<file path="src/rtl/lsu_unit_pkg.sv">
// ---------------------------------------------------------------------------
// lsu_unit_pkg
// Shared constants and types for the load/store unit:
//   - RISCV_WORD_WIDTH : data/address word width
//   - LSU_BE_WIDTH     : number of byte enables on the data bus
//   - LSU_B/H/W/BU/HU  : funct3 access type codes
//   - lsu_state_e      : FSM state encoding (IDLE/REQ/WAIT, 2 bits)
// ---------------------------------------------------------------------------
package lsu_unit_pkg;

    localparam int RISCV_WORD_WIDTH = 32;
    localparam int LSU_BE_WIDTH     = 4;

    // funct3 access types; the encoding is fixed by the ISA, so these are
    // plain constants compared against the raw 3-bit field.
    localparam logic [2:0] LSU_B  = 3'b000;
    localparam logic [2:0] LSU_H  = 3'b001;
    localparam logic [2:0] LSU_W  = 3'b010;
    localparam logic [2:0] LSU_BU = 3'b100;
    localparam logic [2:0] LSU_HU = 3'b101;

    typedef enum logic [1:0] {
        LSU_IDLE = 2'd0,
        LSU_REQ  = 2'd1,
        LSU_WAIT = 2'd2
    } lsu_state_e;

endpackage

</file>
<file path="src/rtl/lsu_unit_align.sv">
// ---------------------------------------------------------------------------
// lsu_align
// Purely combinational byte-lane logic for the load/store unit.
// Ports:
//   type_i     funct3 access type
//   addr_lo_i  effective address bits [1:0]
//   we_i       1 = store, 0 = load
//   wdata_i    raw store data (rs2)
//   rdata_i    raw word returned by memory
//   be_o       byte enables for the access
//   wdata_o    store data replicated across the byte lanes
//   illegal_o  access is misaligned or uses an unsupported type
//   rdata_o    load data shifted down and sign/zero-extended
// ---------------------------------------------------------------------------
module lsu_align
    import lsu_unit_pkg::*;
(
    input  logic [2:0]                  type_i,
    input  logic [1:0]                  addr_lo_i,
    input  logic                        we_i,
    input  logic [RISCV_WORD_WIDTH-1:0] wdata_i,
    input  logic [RISCV_WORD_WIDTH-1:0] rdata_i,
    output logic [LSU_BE_WIDTH-1:0]     be_o,
    output logic [RISCV_WORD_WIDTH-1:0] wdata_o,
    output logic                        illegal_o,
    output logic [RISCV_WORD_WIDTH-1:0] rdata_o
);

    logic [RISCV_WORD_WIDTH-1:0] rdata_shifted;

    // Move the addressed byte/halfword down to bit 0.
    assign rdata_shifted = rdata_i >> {addr_lo_i, 3'b000};

    always_comb begin
        be_o      = 4'b0000;
        wdata_o   = wdata_i;
        illegal_o = 1'b0;
        rdata_o   = rdata_shifted;

        case (type_i)
            LSU_B, LSU_BU: begin
                be_o    = 4'b0001 << addr_lo_i;
                wdata_o = {4{wdata_i[7:0]}};
                if (type_i == LSU_B) begin
                    rdata_o = {{24{rdata_shifted[7]}}, rdata_shifted[7:0]};
                end else begin
                    rdata_o = {24'h0, rdata_shifted[7:0]};
                end
                // Unsigned variants only exist for loads.
                if (we_i && (type_i == LSU_BU)) begin
                    illegal_o = 1'b1;
                end
            end
            LSU_H, LSU_HU: begin
                be_o    = addr_lo_i[1] ? 4'b1100 : 4'b0011;
                wdata_o = {2{wdata_i[15:0]}};
                if (type_i == LSU_H) begin
                    rdata_o = {{16{rdata_shifted[15]}}, rdata_shifted[15:0]};
                end else begin
                    rdata_o = {16'h0, rdata_shifted[15:0]};
                end
                if (addr_lo_i[0] || (we_i && (type_i == LSU_HU))) begin
                    illegal_o = 1'b1;
                end
            end
            LSU_W: begin
                be_o    = 4'b1111;
                wdata_o = wdata_i;
                rdata_o = rdata_shifted;
                if (addr_lo_i != 2'b00) begin
                    illegal_o = 1'b1;
                end
            end
            default: begin
                // 011, 110, 111 are not load/store widths.
                illegal_o = 1'b1;
            end
        endcase
    end

endmodule

</file>
<file path="src/rtl/lsu_unit.sv">
// ---------------------------------------------------------------------------
// lsu_unit
// Load/store unit between the execute-stage ALU and a req/gnt/rvalid data
// memory bus. One memory transaction per accepted request; misaligned or
// illegal requests are rejected with an error pulse and never reach memory.
//
// Handshake: lsu_req_i is sampled only while the unit is IDLE
// (lsu_busy_o low). Completion is a one-cycle lsu_rvalid_o pulse, failure a
// one-cycle lsu_err_o pulse; in either pulse cycle the unit is IDLE again and
// accepts a new request. On the memory side data_req_o stays high with
// address/we/be/wdata stable until data_gnt_i; data_rvalid_i counts only
// after a grant (WAIT state).
//
// Ports:
//   clk_i, rst_i               clock, asynchronous active-high reset
//   lsu_req_i/we_i/type_i      access request, direction and funct3 type
//   lsu_addr_i, lsu_wdata_i    effective address, store data
//   lsu_busy_o                 unit is not IDLE
//   lsu_rvalid_o, lsu_rdata_o  completion pulse and formatted load data
//   lsu_err_o                  illegal/misaligned/timeout pulse
//   data_*                     memory-side request/grant/response bus
// ---------------------------------------------------------------------------
module lsu_unit
    import lsu_unit_pkg::*;
#(
    parameter int unsigned TIMEOUT_CYCLES = 0,
    parameter int unsigned CNT_WIDTH      = 8
) (
    input  logic                        clk_i,
    input  logic                        rst_i,
    input  logic                        lsu_req_i,
    input  logic                        lsu_we_i,
    input  logic [2:0]                  lsu_type_i,
    input  logic [RISCV_WORD_WIDTH-1:0] lsu_addr_i,
    input  logic [RISCV_WORD_WIDTH-1:0] lsu_wdata_i,
    output logic                        lsu_busy_o,
    output logic                        lsu_rvalid_o,
    output logic [RISCV_WORD_WIDTH-1:0] lsu_rdata_o,
    output logic                        lsu_err_o,
    output logic                        data_req_o,
    input  logic                        data_gnt_i,
    output logic [RISCV_WORD_WIDTH-1:0] data_addr_o,
    output logic                        data_we_o,
    output logic [LSU_BE_WIDTH-1:0]     data_be_o,
    output logic [RISCV_WORD_WIDTH-1:0] data_wdata_o,
    input  logic                        data_rvalid_i,
    input  logic [RISCV_WORD_WIDTH-1:0] data_rdata_i
);

    localparam bit TIMEOUT_EN = (TIMEOUT_CYCLES != 0);
    // The deadline is checked on the last allowed cycle so that the abort
    // lands exactly TIMEOUT_CYCLES cycles after entering REQ.
    localparam logic [CNT_WIDTH-1:0] TO_LAST =
        CNT_WIDTH'((TIMEOUT_CYCLES == 0) ? 0 : (TIMEOUT_CYCLES - 1));

    // FSM and transaction latches
    lsu_state_e                  state_q, state_d;
    logic [CNT_WIDTH-1:0]        cnt_q, cnt_d;
    logic [2:0]                  type_q;
    logic [1:0]                  addr_lo_q;
    logic                        we_q;

    // Registered outputs
    logic                        busy_q;
    logic                        rvalid_q;
    logic [RISCV_WORD_WIDTH-1:0] rdata_q;
    logic                        err_q;
    logic                        req_q;
    logic [RISCV_WORD_WIDTH-1:0] addr_q;
    logic [LSU_BE_WIDTH-1:0]     be_q;
    logic [RISCV_WORD_WIDTH-1:0] wdata_q;

    // FSM decisions
    logic                        accept;
    logic                        reject;
    logic                        finish;
    logic                        abort;
    logic                        timeout_hit;

    // Alignment logic operands: live request fields while IDLE (decode of
    // a new request), latched fields otherwise (formatting the response).
    logic                        in_idle;
    logic [2:0]                  al_type;
    logic [1:0]                  al_addr_lo;
    logic                        al_we;
    logic [LSU_BE_WIDTH-1:0]     al_be;
    logic [RISCV_WORD_WIDTH-1:0] al_wdata;
    logic                        al_illegal;
    logic [RISCV_WORD_WIDTH-1:0] al_rdata;

    assign in_idle    = (state_q == LSU_IDLE);
    assign al_type    = in_idle ? lsu_type_i      : type_q;
    assign al_addr_lo = in_idle ? lsu_addr_i[1:0] : addr_lo_q;
    assign al_we      = in_idle ? lsu_we_i        : we_q;

    lsu_align u_align (
        .type_i    (al_type),
        .addr_lo_i (al_addr_lo),
        .we_i      (al_we),
        .wdata_i   (lsu_wdata_i),
        .rdata_i   (data_rdata_i),
        .be_o      (al_be),
        .wdata_o   (al_wdata),
        .illegal_o (al_illegal),
        .rdata_o   (al_rdata)
    );

    assign timeout_hit = TIMEOUT_EN && (cnt_q >= TO_LAST);

    always_comb begin
        state_d = state_q;
        cnt_d   = cnt_q;
        accept  = 1'b0;
        reject  = 1'b0;
        finish  = 1'b0;
        abort   = 1'b0;

        case (state_q)
            LSU_IDLE: begin
                if (lsu_req_i) begin
                    if (al_illegal) begin
                        reject = 1'b1;
                    end else begin
                        accept  = 1'b1;
                        cnt_d   = '0;
                        state_d = LSU_REQ;
                    end
                end
            end
            LSU_REQ: begin
                if (TIMEOUT_EN) begin
                    cnt_d = cnt_q + 1'b1;
                end
                // A grant on the deadline cycle takes priority over abort.
                if (data_gnt_i) begin
                    state_d = LSU_WAIT;
                end else if (timeout_hit) begin
                    abort   = 1'b1;
                    state_d = LSU_IDLE;
                end
            end
            LSU_WAIT: begin
                if (TIMEOUT_EN) begin
                    cnt_d = cnt_q + 1'b1;
                end
                // A response on the deadline cycle takes priority over abort.
                if (data_rvalid_i) begin
                    finish  = 1'b1;
                    state_d = LSU_IDLE;
                end else if (timeout_hit) begin
                    abort   = 1'b1;
                    state_d = LSU_IDLE;
                end
            end
            default: begin
                state_d = LSU_IDLE;
            end
        endcase
    end

    always_ff @(posedge clk_i or posedge rst_i) begin
        if (rst_i) begin
            state_q   <= LSU_IDLE;
            cnt_q     <= '0;
            type_q    <= 3'b000;
            addr_lo_q <= 2'b00;
            we_q      <= 1'b0;
            busy_q    <= 1'b0;
            rvalid_q  <= 1'b0;
            rdata_q   <= '0;
            err_q     <= 1'b0;
            req_q     <= 1'b0;
            addr_q    <= '0;
            be_q      <= '0;
            wdata_q   <= '0;
        end else begin
            state_q  <= state_d;
            cnt_q    <= cnt_d;
            busy_q   <= (state_d != LSU_IDLE);
            req_q    <= (state_d == LSU_REQ);
            rvalid_q <= finish;
            err_q    <= reject | abort;
            // Stores complete with zero data.
            rdata_q  <= (finish && !we_q) ? al_rdata : '0;
            if (accept) begin
                type_q    <= lsu_type_i;
                addr_lo_q <= lsu_addr_i[1:0];
                we_q      <= lsu_we_i;
                addr_q    <= {lsu_addr_i[RISCV_WORD_WIDTH-1:2], 2'b00};
                be_q      <= al_be;
                wdata_q   <= al_wdata;
            end
        end
    end

    assign lsu_busy_o   = busy_q;
    assign lsu_rvalid_o = rvalid_q;
    assign lsu_rdata_o  = rdata_q;
    assign lsu_err_o    = err_q;
    assign data_req_o   = req_q;
    assign data_addr_o  = addr_q;
    assign data_we_o    = we_q;
    assign data_be_o    = be_q;
    assign data_wdata_o = wdata_q;

endmodule

</file>
<file path="config.mk">
export PLATFORM = sky130hd
export DESIGN_NAME = lsu_unit
export DESIGN_NICKNAME = d
export VERILOG_FILES = /design/src/rtl/lsu_unit_pkg.sv /design/src/rtl/lsu_unit_align.sv /design/src/rtl/lsu_unit.sv
export SDC_FILE = /design/constraint.sdc
export NUM_CORES = 1
export LEC_CHECK = 0
export BUFFER_PORTS_ARGS = -buffer_cell sky130_fd_sc_hd__buf_2
export CAP_MARGIN = 20
export CORE_ASPECT_RATIO = 0.8
export CORE_MARGIN = 2
export CORE_UTILIZATION = 44
export CTS_CLUSTER_SIZE = 14
export DETAILED_ROUTE_END_ITERATION = 7
export GPL_TIMING_DRIVEN = 0
export PLACE_DENSITY = 0.8
export SETUP_SLACK_MARGIN = 0.4
export SYNTH_ARGS = -nofsm -noshare
export SYNTH_HDL_FRONTEND = slang
export SYNTH_SLANG_ARGS = --single-unit
</file>
<file path="constraint.sdc">
create_clock -name clk_i -period 3.6 [get_ports clk_i]
set_clock_uncertainty 0.15 [all_clocks]
set_input_delay 0.54 -clock clk_i [delete_from_list [all_inputs] [get_ports clk_i]]
set_output_delay 0.54 -clock clk_i [all_outputs]
set_load 0.005 [all_outputs]
</file>
**After elaboration in Yosys (flattened, before gate mapping)**

Index checks and enable logic that the tools add are counted.

- Equality and inequality tests: 7
- Multiplexer cells: 27
- Reduce and logical (&&, ||, !) cells: 11
- Shift operators: 2

Operators by type and width:

| operator | count |
|---|---|
| 32-bit case mux with 2 select lines | 2 |
| 32-bit 2-to-1 mux | 3 |
| 32-bit by 5-bit >> shifter with 32-bit output | 1 |
| 1-bit 2-to-1 mux | 12 |
| 4-bit case mux with 3 select lines | 1 |
| 2-bit 2-to-1 mux | 5 |
| 3-bit == test, second input constant | 2 |
| 2-bit case mux with 3 select lines | 1 |
| 2-bit by 1-bit == test with 1-bit output, second input constant | 2 |
| 4-bit 2-to-1 mux | 1 |
| 2-bit nonzero test | 2 |
| 2-bit OR reduction | 2 |
| 1-bit by 2-bit left shift with 4-bit output, first input constant | 1 |
| 3-bit by 1-bit == test with 1-bit output, second input constant | 1 |
| 3-bit by 2-bit == test with 1-bit output, second input constant | 1 |
| 1-bit logical AND | 3 |
| 3-bit logical NOT | 1 |
| 3-bit 2-to-1 mux | 1 |
| 1-bit case mux with 3 select lines | 1 |
| 2-bit == test, second input constant | 1 |
| 2-bit logical NOT | 1 |
| 1-bit logical NOT | 1 |
| 1-bit logical OR | 1 |

- Bits of input ports: 105
- Register bits after elaboration: 110
- Output and inout port bits: 105

**Depth between registers and ports, before layout**

Gate-level depths: netlist (run 1).

- Depth after elaboration: 11
- Gate-level depth with buffers: 8
- Depth with buffers taken out: 5

**Modules after synthesis**

From an unflattened synthesis (run 1), not the netlist that was laid out.

- Cell total of the unflattened synthesis: 438
- Area total of the unflattened synthesis: 5,720.5 um2

By module, submodules not included:

| module | times used | area each (um2) | cells an instance |
|---|---|---|---|
| lsu_unit | 1 | 4,429.2 | 253 |
| lsu_align | 1 | 1,291.2 | 185 |

**Least setup slack after synthesis (run 1)**

OpenSTA, ideal clock, no wires.

- Path kind: input-to-reg
- Start point: input port lsu_addr_i[0]
- End point: register rdata_q[22], in the netlist lsu_rdata_o[22]
- Cell stages on the path: 7
- Path buffers: 2
- Required time: 3.309 ns
- Path slack: 1.150 ns
- Arrival time: 2.159 ns
- Library setup time: 0.141 ns
- Cell sequence: or3b_1 > and2_1 > buf_2 > mux4_2 > a221oi_4 > buf_6 > nor3_2

- Cells in the longest elaborated chain, start to end: 5

Ends and longest elaborated chain:

| what | RTL line | source |
|---|---|---|
| from (decl) | lsu_unit.sv:34 | `input logic [RISCV_WORD_WIDTH-1:0] lsu_addr_i,` |
| 2-bit 2-to-1 mux (*) | lsu_unit.sv:93 | `assign al_addr_lo = in_idle ? lsu_addr_i[1:0] : addr_lo_q;` |
| 32-bit by 5-bit >> shifter with 32-bit output (*) | lsu_unit_align.sv:32 | `assign rdata_shifted = rdata_i >> {addr_lo_i, 3'b000};` |
| 32-bit 2-to-1 mux, on equally long branches | lsu_unit_align.sv:57, lsu_unit_align.sv:44 |  |
| 32-bit case mux with 2 select lines (*) | lsu_unit_align.sv:40 | `case (type_i)` |
| 32-bit 2-to-1 mux (*) | lsu_unit.sv:184 | `rdata_q <= (finish && !we_q) ? al_rdata : '0;` |
| to (signal assigned) | lsu_unit.sv:184 |  |
| to (decl) | lsu_unit.sv:66 | `logic [RISCV_WORD_WIDTH-1:0] rdata_q;` |

Every way passes the cells marked *; elsewhere a longest branch is shown, timed or not.
A chain may end at the register's enable or synchronous reset.

**Final worst setup path (run 1)**

- Start point: register state_q[1]
- End point: register wdata_q[31], in the netlist data_wdata_o[31]

- Cells in the longest elaborated chain, start to end: 10

Ends and longest elaborated chain:

| what | RTL line | source |
|---|---|---|
| from (decl) | lsu_unit.sv:57 | `lsu_state_e state_q, state_d;` |
| from (signal assigned) | lsu_unit.sv:177 | `state_q <= state_d;` |
| 2-bit logical NOT (*) | lsu_unit.sv:91, lsu_unit.sv:118 |  |
| 3-bit 2-to-1 mux | lsu_unit.sv:92 | `assign al_type = in_idle ? lsu_type_i : type_q;` |
| 3-bit == test | lsu_unit_align.sv:40, lsu_unit_align.sv:62 |  |
| 1-bit logical AND | lsu_unit_align.sv:62 | `if (addr_lo_i[0] \|\| (we_i && (type_i == LSU_HU))) begin` |
| 1-bit logical OR | lsu_unit_align.sv:62 |  |
| 1-bit 2-to-1 mux | lsu_unit_align.sv:62 |  |
| 1-bit case mux with 3 select lines | lsu_unit_align.sv:40 |  |
| 1-bit 2-to-1 mux | lsu_unit.sv:121 | `if (al_illegal) begin` |
| 1-bit 2-to-1 mux | lsu_unit.sv:120 | `if (lsu_req_i) begin` |
| 1-bit 2-to-1 mux | lsu_unit.sv:118 | `case (state_q)` |
| to (signal assigned) | lsu_unit.sv:191 | `wdata_q <= al_wdata;` |
| to (decl) | lsu_unit.sv:71 | `logic [RISCV_WORD_WIDTH-1:0] wdata_q;` |

Marks and branches as above.

==> impl_metrics.json, run 1 <==
{
  "synth_common_cells": "110 x dfrtp_1, 102 x mux2_2, 26 x a21oi_1",
  "setup_viol": 0,
  "p_comb_share_pct": 46.0,
  "p_switching_w": 0.001914,
  "grt_pass1_wl_mm": 21.15,
  "crit_path_end_kind": "flop",
  "relSlewSlack_pct": 45.29,
  "core_area_sq_mm": 0.01147,
  "ir_drop_v": 0.0004369,
  "io_pins": 210,
  "r2r_slack_ns": 0.58,
  "crit_top_cell": "buf_2",
  "cpPeakStageDelay_ns": 0.45,
  "antenna_found_initial": 0,
  "synth_top_cell_by_area": "dfrtp_1",
  "route.detailed.drc": 0,
  "max_cap_violations": 0,
  "startpoint_type": "flop",
  "hpwl_mm": 10.60,
  "htree_num_levels": 3,
  "switching_share_pct": 35.58,
  "sequentialPowerShare_pct": 36.4,
  "synth_enable_flop_cells": 0,
  "p_leak_nw": 3.324,
  "dp.cells": 765,
  "nNetsFinal": 733,
  "cts_tree": "done",
  "row_count": 35,
  "numClockSinks": 110,
  "grt_pass1_vias": 4182,
  "vias": 4150,
  "die_area_sq_mm": 0.01259,
  "drive_above_1_share_pct": 57.03,
  "fin_crit_ns": 3.021,
  "tightest_slew_ns": 0.8189,
  "yosysWarnings": 0,
  "r2r_start": "state_q[1]$_DFF_PP0_",
  "io_buffers": 207,
  "worst_path_max_delay_cell": "dfrtp_1",
  "synth_compound_area_share_pct": 9.064,
  "wl_mm": 13.58,
  "maxSlewViolCount": 0,
  "power_frac_clock_pct": 17.6,
  "postSynthCellCount": 406,
  "r2r-end": "data_wdata_o[31]$_DFFE_PP0P_",
  "hold_viol_final": 0,
  "globalRouteOverflowTotal": 0,
  "yosys-top-cells-area": "dfrtp_1 53%, mux2_2 22%, mux2i_1 3.3%",
  "rsz0062_at_grt": "no",
  "power.internal_w": 0.003465,
  "synth_cell_type_count": 45,
  "synth_top_family_by_area": "multiplexers",
  "cts_buffers": 9,
  "synth_top_area_share_pct": 53.46,
  "vias_per_cell": 5.314,
  "powerDensity_mw_per_mm2": 801.3,
  "crit_arrival_ns": 3.10,
  "worstPathCellList": "nor2_2 -> buf_2 -> mux2i_2 -> nor2_1 -> o21bai_1 -> buf_2 -> buf_2 -> mux2_2",
  "yosys.area_share.simple_pct": 7.874,
  "start_util_pct": 44.87,
  "rr_worst_depth": 8,
  "status": "completed",
  "gp_congestion": 0.8656,
  "dieWidth_um": 124.9,
  "grt_use_total_pct": 21.46,
  "synth_fa_ha_area_share_pct": 0,
  "avgSynthCellArea_sq_um": 12.68,
  "finalCritPeriodShare_pct": 83.91,
  "ys.flop_type": "dfrtp_1",
  "timing.fmax_mhz": 331.0,
  "critPathMaxFanout": 10,
  "ys_ff_latch": 110,
  "yosysMostFrequentCell": "dfrtp_1",
  "async_flop_share_pct": 100.0,
  "critPathKind": "flop to flop",
  "yosysSeqAreaShare_pct": 53.46,
  "synth_area_sq_mm": 0.005149,
  "synthToLayoutAreaGrowth_pct": 30.38,
  "ant_nets": 0,
  "drt_iter0_markers": 175,
  "clkTransAtPathRegs_ns": 0.07,
  "synth_mux_area_share_pct": 26.34,
  "clock_latency_ns": 0.34,
  "crit_required_ns": 3.68,
  "diodes": 0,
  "synth_xor_area_share_pct": 0,
  "stdcell_count": 781,
  "cts_buffer_depth": 2,
  "die_y_um": 100.8,
  "dr.pass1.iters": 5,
  "grt_max_degree": 45,
  "hold_path.class": "primary input to asynchronous set/reset pin",
  "fin_setup_tns_ns": 0,
  "clock-root-buffer": "clkbuf_16",
  "post_drt_wl_per_cell_um": 17.39
}
==> metrics by stage <==
step / area, sq um / setup WS (ns) / power (W) / hold WS (ns) / utilization (%)
4_1_cts: 6709 / 0.5477 / 0.005440 / 0.2195 / 58.47
2_1_floorplan: 5156 / 1.150 / 0.003535 / 0.3359 / -
5_1_grt: 6713 / 0.4434 / 0.005741 / 0.2528 / 58.51
6_report: 6713 / 0.5793 / 0.005379 / 0.1937 / 58.51
3_5_place_dp: 6422 / 0.5505 / 0.004465 / 0.3382 / 55.98
3_3_place_gp: 6377 / 0.5945 / 0.004376 / 0.3335 / 55.58
==> critical path: cells and delay by family, from the launching register on <==
kind                   cells  cell delay, ns
muxes                      2            0.75
buffers and inverters      3            0.93
AOI/OAI and AO/OA          1            0.26
and+or+nand+nor            2            0.35
DFF                        1            0.45
==> power by group through the flow <==
| stage | sequential (W) | clock [W] | combinational, W |
|---|---|---|---|
| 2_1_floorplan | 0.00199 | 0 | 0.00155 |
| 3_3_place_gp | 0.00195 | 0 | 0.00243 |
| 3_5_place_dp | 0.00197 | 0 | 0.00249 |
| 4_1_cts | 0.00196 | 0.000984 | 0.00250 |
| 5_1_grt | 0.00201 | 0.00102 | 0.00271 |
| 6_report | 0.00196 | 0.000947 | 0.00248 |
==> sequential cells by signal, summed over array words and instances (netlist names) <==
signal / count
addr_lo_q: 2
data_addr_o: 30
data_be_o: 4
data_req_o: 1
data_wdata_o: 32
data_we_o: 1
lsu_busy_o: 1
lsu_err_o: 1
lsu_rdata_o: 32
lsu_rvalid_o: 1
state_q: 2
type_q: 3
==> per-layer routing <==
| metal | global-route usage, % | wire length, um | vias to the layer above |
|---|---|---|---|
| met4 | 7.350 | 283 | 0 |
| met1 | 25.49 | 5425 | 2006 |
| met3 | 7.059 | 1220 | 22 |
| met2 | 37.20 | 6651 | 211 |
| met5 | 0 | 0 | - |
| li1 | - | - | 1911 |
==> cells in the final DEF (no fill, tap or decap), types with 4 or more instances in the layout <==
cell type	count
o21ai_0	18
nor3_1	6
nor3_2	10
buf_2	222
mux2i_1	16
clkbuf_1	13
dfrtp_1	110
nand2_1	4
mux2_2	102
a22oi_1	8
a211oi_1	8
clkbuf_16	9
nor2_1	20
and2_1	5
a21oi_1	26
==> worst max-delay path by stage <==
stage | start | to | slack [ns] | depth (start not counted)
after CTS | state_q[1]$_DFF_PP0_ | data_wdata_o[31]$_DFFE_PP0P_ | 0.55 | 8
after global placement | state_q[1]$_DFF_PP0_ | data_be_o[3]$_DFFE_PP0P_ | 0.59 | 8
after detailed placement | state_q[1]$_DFF_PP0_ | data_addr_o[31]$_DFFE_PP0P_ | 0.55 | 8
after floorplan | lsu_addr_i[0] | lsu_rdata_o[22]$_DFF_PP0_ | 1.15 | 7
after global routing | state_q[1]$_DFF_PP0_ | addr_lo_q[1]$_DFFE_PP0P_ | 0.44 | 8
final | state_q[1]$_DFF_PP0_ | data_wdata_o[31]$_DFFE_PP0P_ | 0.58 | 8
==> timing repair <==
| item | CTS | global route |
|---|---|---|
| gates resized for setup | 0 | 1 |
| buffers inserted | 0 | 0 |
| endpoints found under the setup margin | 0 | 12 |
| hold buffers | 0 | 0 |
==> area by class of cell <==
cell class	count	area, sq um
fill	954	4761
sequential	110	2753
multi-input combinational	262	2240
timing repair buffer	210	1081
clock buffer	12	256.5
tap	148	185.2
buffer	31	148.9
clock inverter	4	30.03
inverter	4	18.77
==> logic make-up (layout without fill, tap and decap cells) <==
logic type | Yosys count | in the layout
AOI/OAI and AO/OA | 73 | 73
buffers and inverters | 35 | 261
DFF | 110 | 110
muxes | 121 | 121
other | 1 | 2
and+or+nand+nor | 66 | 66
Power figures use the tool's default switching activity.
==> run 2, diff against run 1 <==
==> constraint.sdc (replaced) <==
create_clock -name clk_i -period 2.6 [get_ports clk_i]
set_clock_uncertainty 0.15 [all_clocks]
set_input_delay 0.39 -clock clk_i [delete_from_list [all_inputs] [get_ports clk_i]]
set_output_delay 0.39 -clock clk_i [all_outputs]
set_load 0.005 [all_outputs]
==> run 2 against run 1 <==
- global-route usage rose by 2.1 points
- core utilization rose by 11 points
- via count rose by 8.2%
- sequential share of layout area fell by 6.4 points
- non-clock buffer count rose by 41
- worst setup slack got worse by 0.39 ns
- total power rose by 79%
- clock power rose by 63%
- combinational power rose by 110%
- cell area rose by 19%
- first-iteration DRC count rose by 27%
- fmax rose by 25%
- largest cell class unchanged
==> impl_metrics.json, run 2 (synthesis results as in run 1) <==
{
  "hold_viol_final": 0,
  "final_util_pct": 69.48,
  "grt_util_met2_pct": 41.74,
  "powerDensity_mw_per_mm2": 1206,
  "crit_required_ns": 2.66,
  "fin_crit_ns": 2.411,
  "ant_nets": 0,
  "grt_use_total_pct": 23.53,
  "wl_mm": 16.34,
  "crit_arrival_ns": 2.47,
  "htree_num_levels": 3,
  "critPathKind": "flop to flop",
  "timing.hold.ws_ns": 0.09244,
  "status": "completed",
  "grt_pass1_wl_mm": 23.07,
  "startpoint_type": "flop",
  "cts_buffers": 9,
  "start_util_pct": 44.87,
  "maxSlewViolCount": 0,
  "gp_congestion": 0.8885,
  "clock-root-buffer": "clkbuf_16",
  "dp.cells": 766,
  "grt_util_met3_pct": 6.794,
  "hold_path.class": "primary input to flop",
  "drt_iter0_markers": 222,
  "rsz0062_at_grt": "yes",
  "synthToLayoutAreaGrowth_pct": 54.82,
  "critPathMaxFanout": 7,
  "setup_viol": 0,
  "pre_cts_slack_ns": -0.3149,
  "die_area_sq_mm": 0.01259,
  "stdcell_count": 822,
  "dieWidth_um": 124.9,
  "globalRouteOverflowTotal": 0,
  "die_y_um": 100.8,
  "final_cell_mix": "210 x buf_2, 108 x dfrtp_1, 72 x mux2_4",
  "timing.fmax_mhz": 414.8,
  "io_pins": 210,
  "p_leak_nw": 4.133,
  "row_count": 35,
  "tightest_slew_ns": 0.7556,
  "drive_above_1_share_pct": 67.06,
  "dr.pass1.iters": 4,
  "core_area_sq_mm": 0.01147,
  "diodes": 0,
  "hpwl_mm": 11.07,
  "clock_latency_ns": 0.35,
  "crit_path_end_kind": "flop",
  "fin_setup_tns_ns": 0,
  "vias_per_cell": 5.461,
  "grt_max_degree": 43,
  "clkTransAtPathRegs_ns": 0.07,
  "max_cap_violations": 0,
  "route.detailed.drc": 0,
  "finalCritPeriodShare_pct": 92.73,
  "layout_commonest_cell": "buf_2",
  "io_buffers": 207,
  "antenna_found_initial": 0,
  "ir_drop_v": 0.0007866,
  "fillers": 785,
  "cts_buffer_depth": 2,
  "numClockSinks": 110,
  "top_usage_layer": "met2",
  "grt_use_met1_pct": 27.78,
  "grt_pass1_vias": 4510,
  "timing.final.ws_setup_ns": 0.1889,
  "vias": 4489,
  "post_drt_wl_per_cell_um": 19.87,
  "cts_tree": "done",
  "nNetsFinal": 774,
  "relSlewSlack_pct": 49.63
}
## run 2: power by group
| part | internal, W | total [W] | switching [W] |
|---|---|---|---|
| sequential | 0.00236 | 0.00279 | 0.000425 |
| combinational | 0.00304 | 0.00528 | 0.00225 |
| clock | 0.000869 | 0.00154 | 0.000673 |
| total | 0.00627 | 0.00961 | 0.00335 |
## run 2: metrics by stage
step / area [sq um] / total power (W)
2_1_floorplan: 5201 / 0.004959
3_3_place_gp: 6422 / 0.006103
3_5_place_dp: 6487 / 0.006271
4_1_cts: 7134 / 0.008300
5_1_grt: 7971 / 0.01011
6_report: 7971 / 0.009613
## run 2: final timing paths
path / startpoint / to / slack [ns] / cells past startpoint
worst max-delay path: state_q[0]$_DFF_PP0_ / lsu_rdata_o[25]$_DFF_PP0_ / 0.19 / 8
worst min-delay path: data_gnt_i / data_req_o$_DFF_PP0_ / 0.09 / 2
worst max register to register: state_q[0]$_DFF_PP0_ / lsu_rdata_o[25]$_DFF_PP0_ / 0.19 / 8
worst min register to register: data_addr_o[8]$_DFFE_PP0P_ / data_addr_o[8]$_DFFE_PP0P_ / 0.36 / 1
max in group asynchronous: rst_i / data_wdata_o[20]$_DFFE_PP0P_ / 1.31 / 5
min in group asynchronous: rst_i / lsu_rdata_o[2]$_DFF_PP0_ / 0.32 / 3
## run 2: metal layers
metal / vias up / share of wire [%]
met2: 208 / 50
met1: 2247 / 40
met5: - / 0
met3: 32 / 7.4
met4: 0 / 2.6
li1: 2002 / -
## run 2: timing repair
item,in CTS,in global routing
pin swaps,13,16
gates resized for setup,58,142
hold buffers,1,0
setup endpoints to repair,104,104
gates cloned,1,9
endpoints found under the hold margin,42,0
setup buffers,14,15
## run 2: critical path: stages, from the launching register on
cell,delay [ns]
dfrtp_2,0.48
or3b_4,0.42
and2_4,0.15
buf_6,0.12
mux4_2,0.32
a221oi_4,0.29
buf_6,0.16
buf_6,0.13
nor3_2,0.05
## run 2: area by class of cell
cell class,count,area (sq um),share of cell area [%]
Clock inverter,7,113.9,1.428
Buffer,31,337.8,4.238
Timing Repair Buffer,251,1612,20.22
Sequential cell,110,2755,34.56
Clock buffer,9,225.2,2.825
Tap cell,148,185.2,2.323
Inverter,4,18.77,0.2354
Multi-Input combinational cell,262,2724,34.17
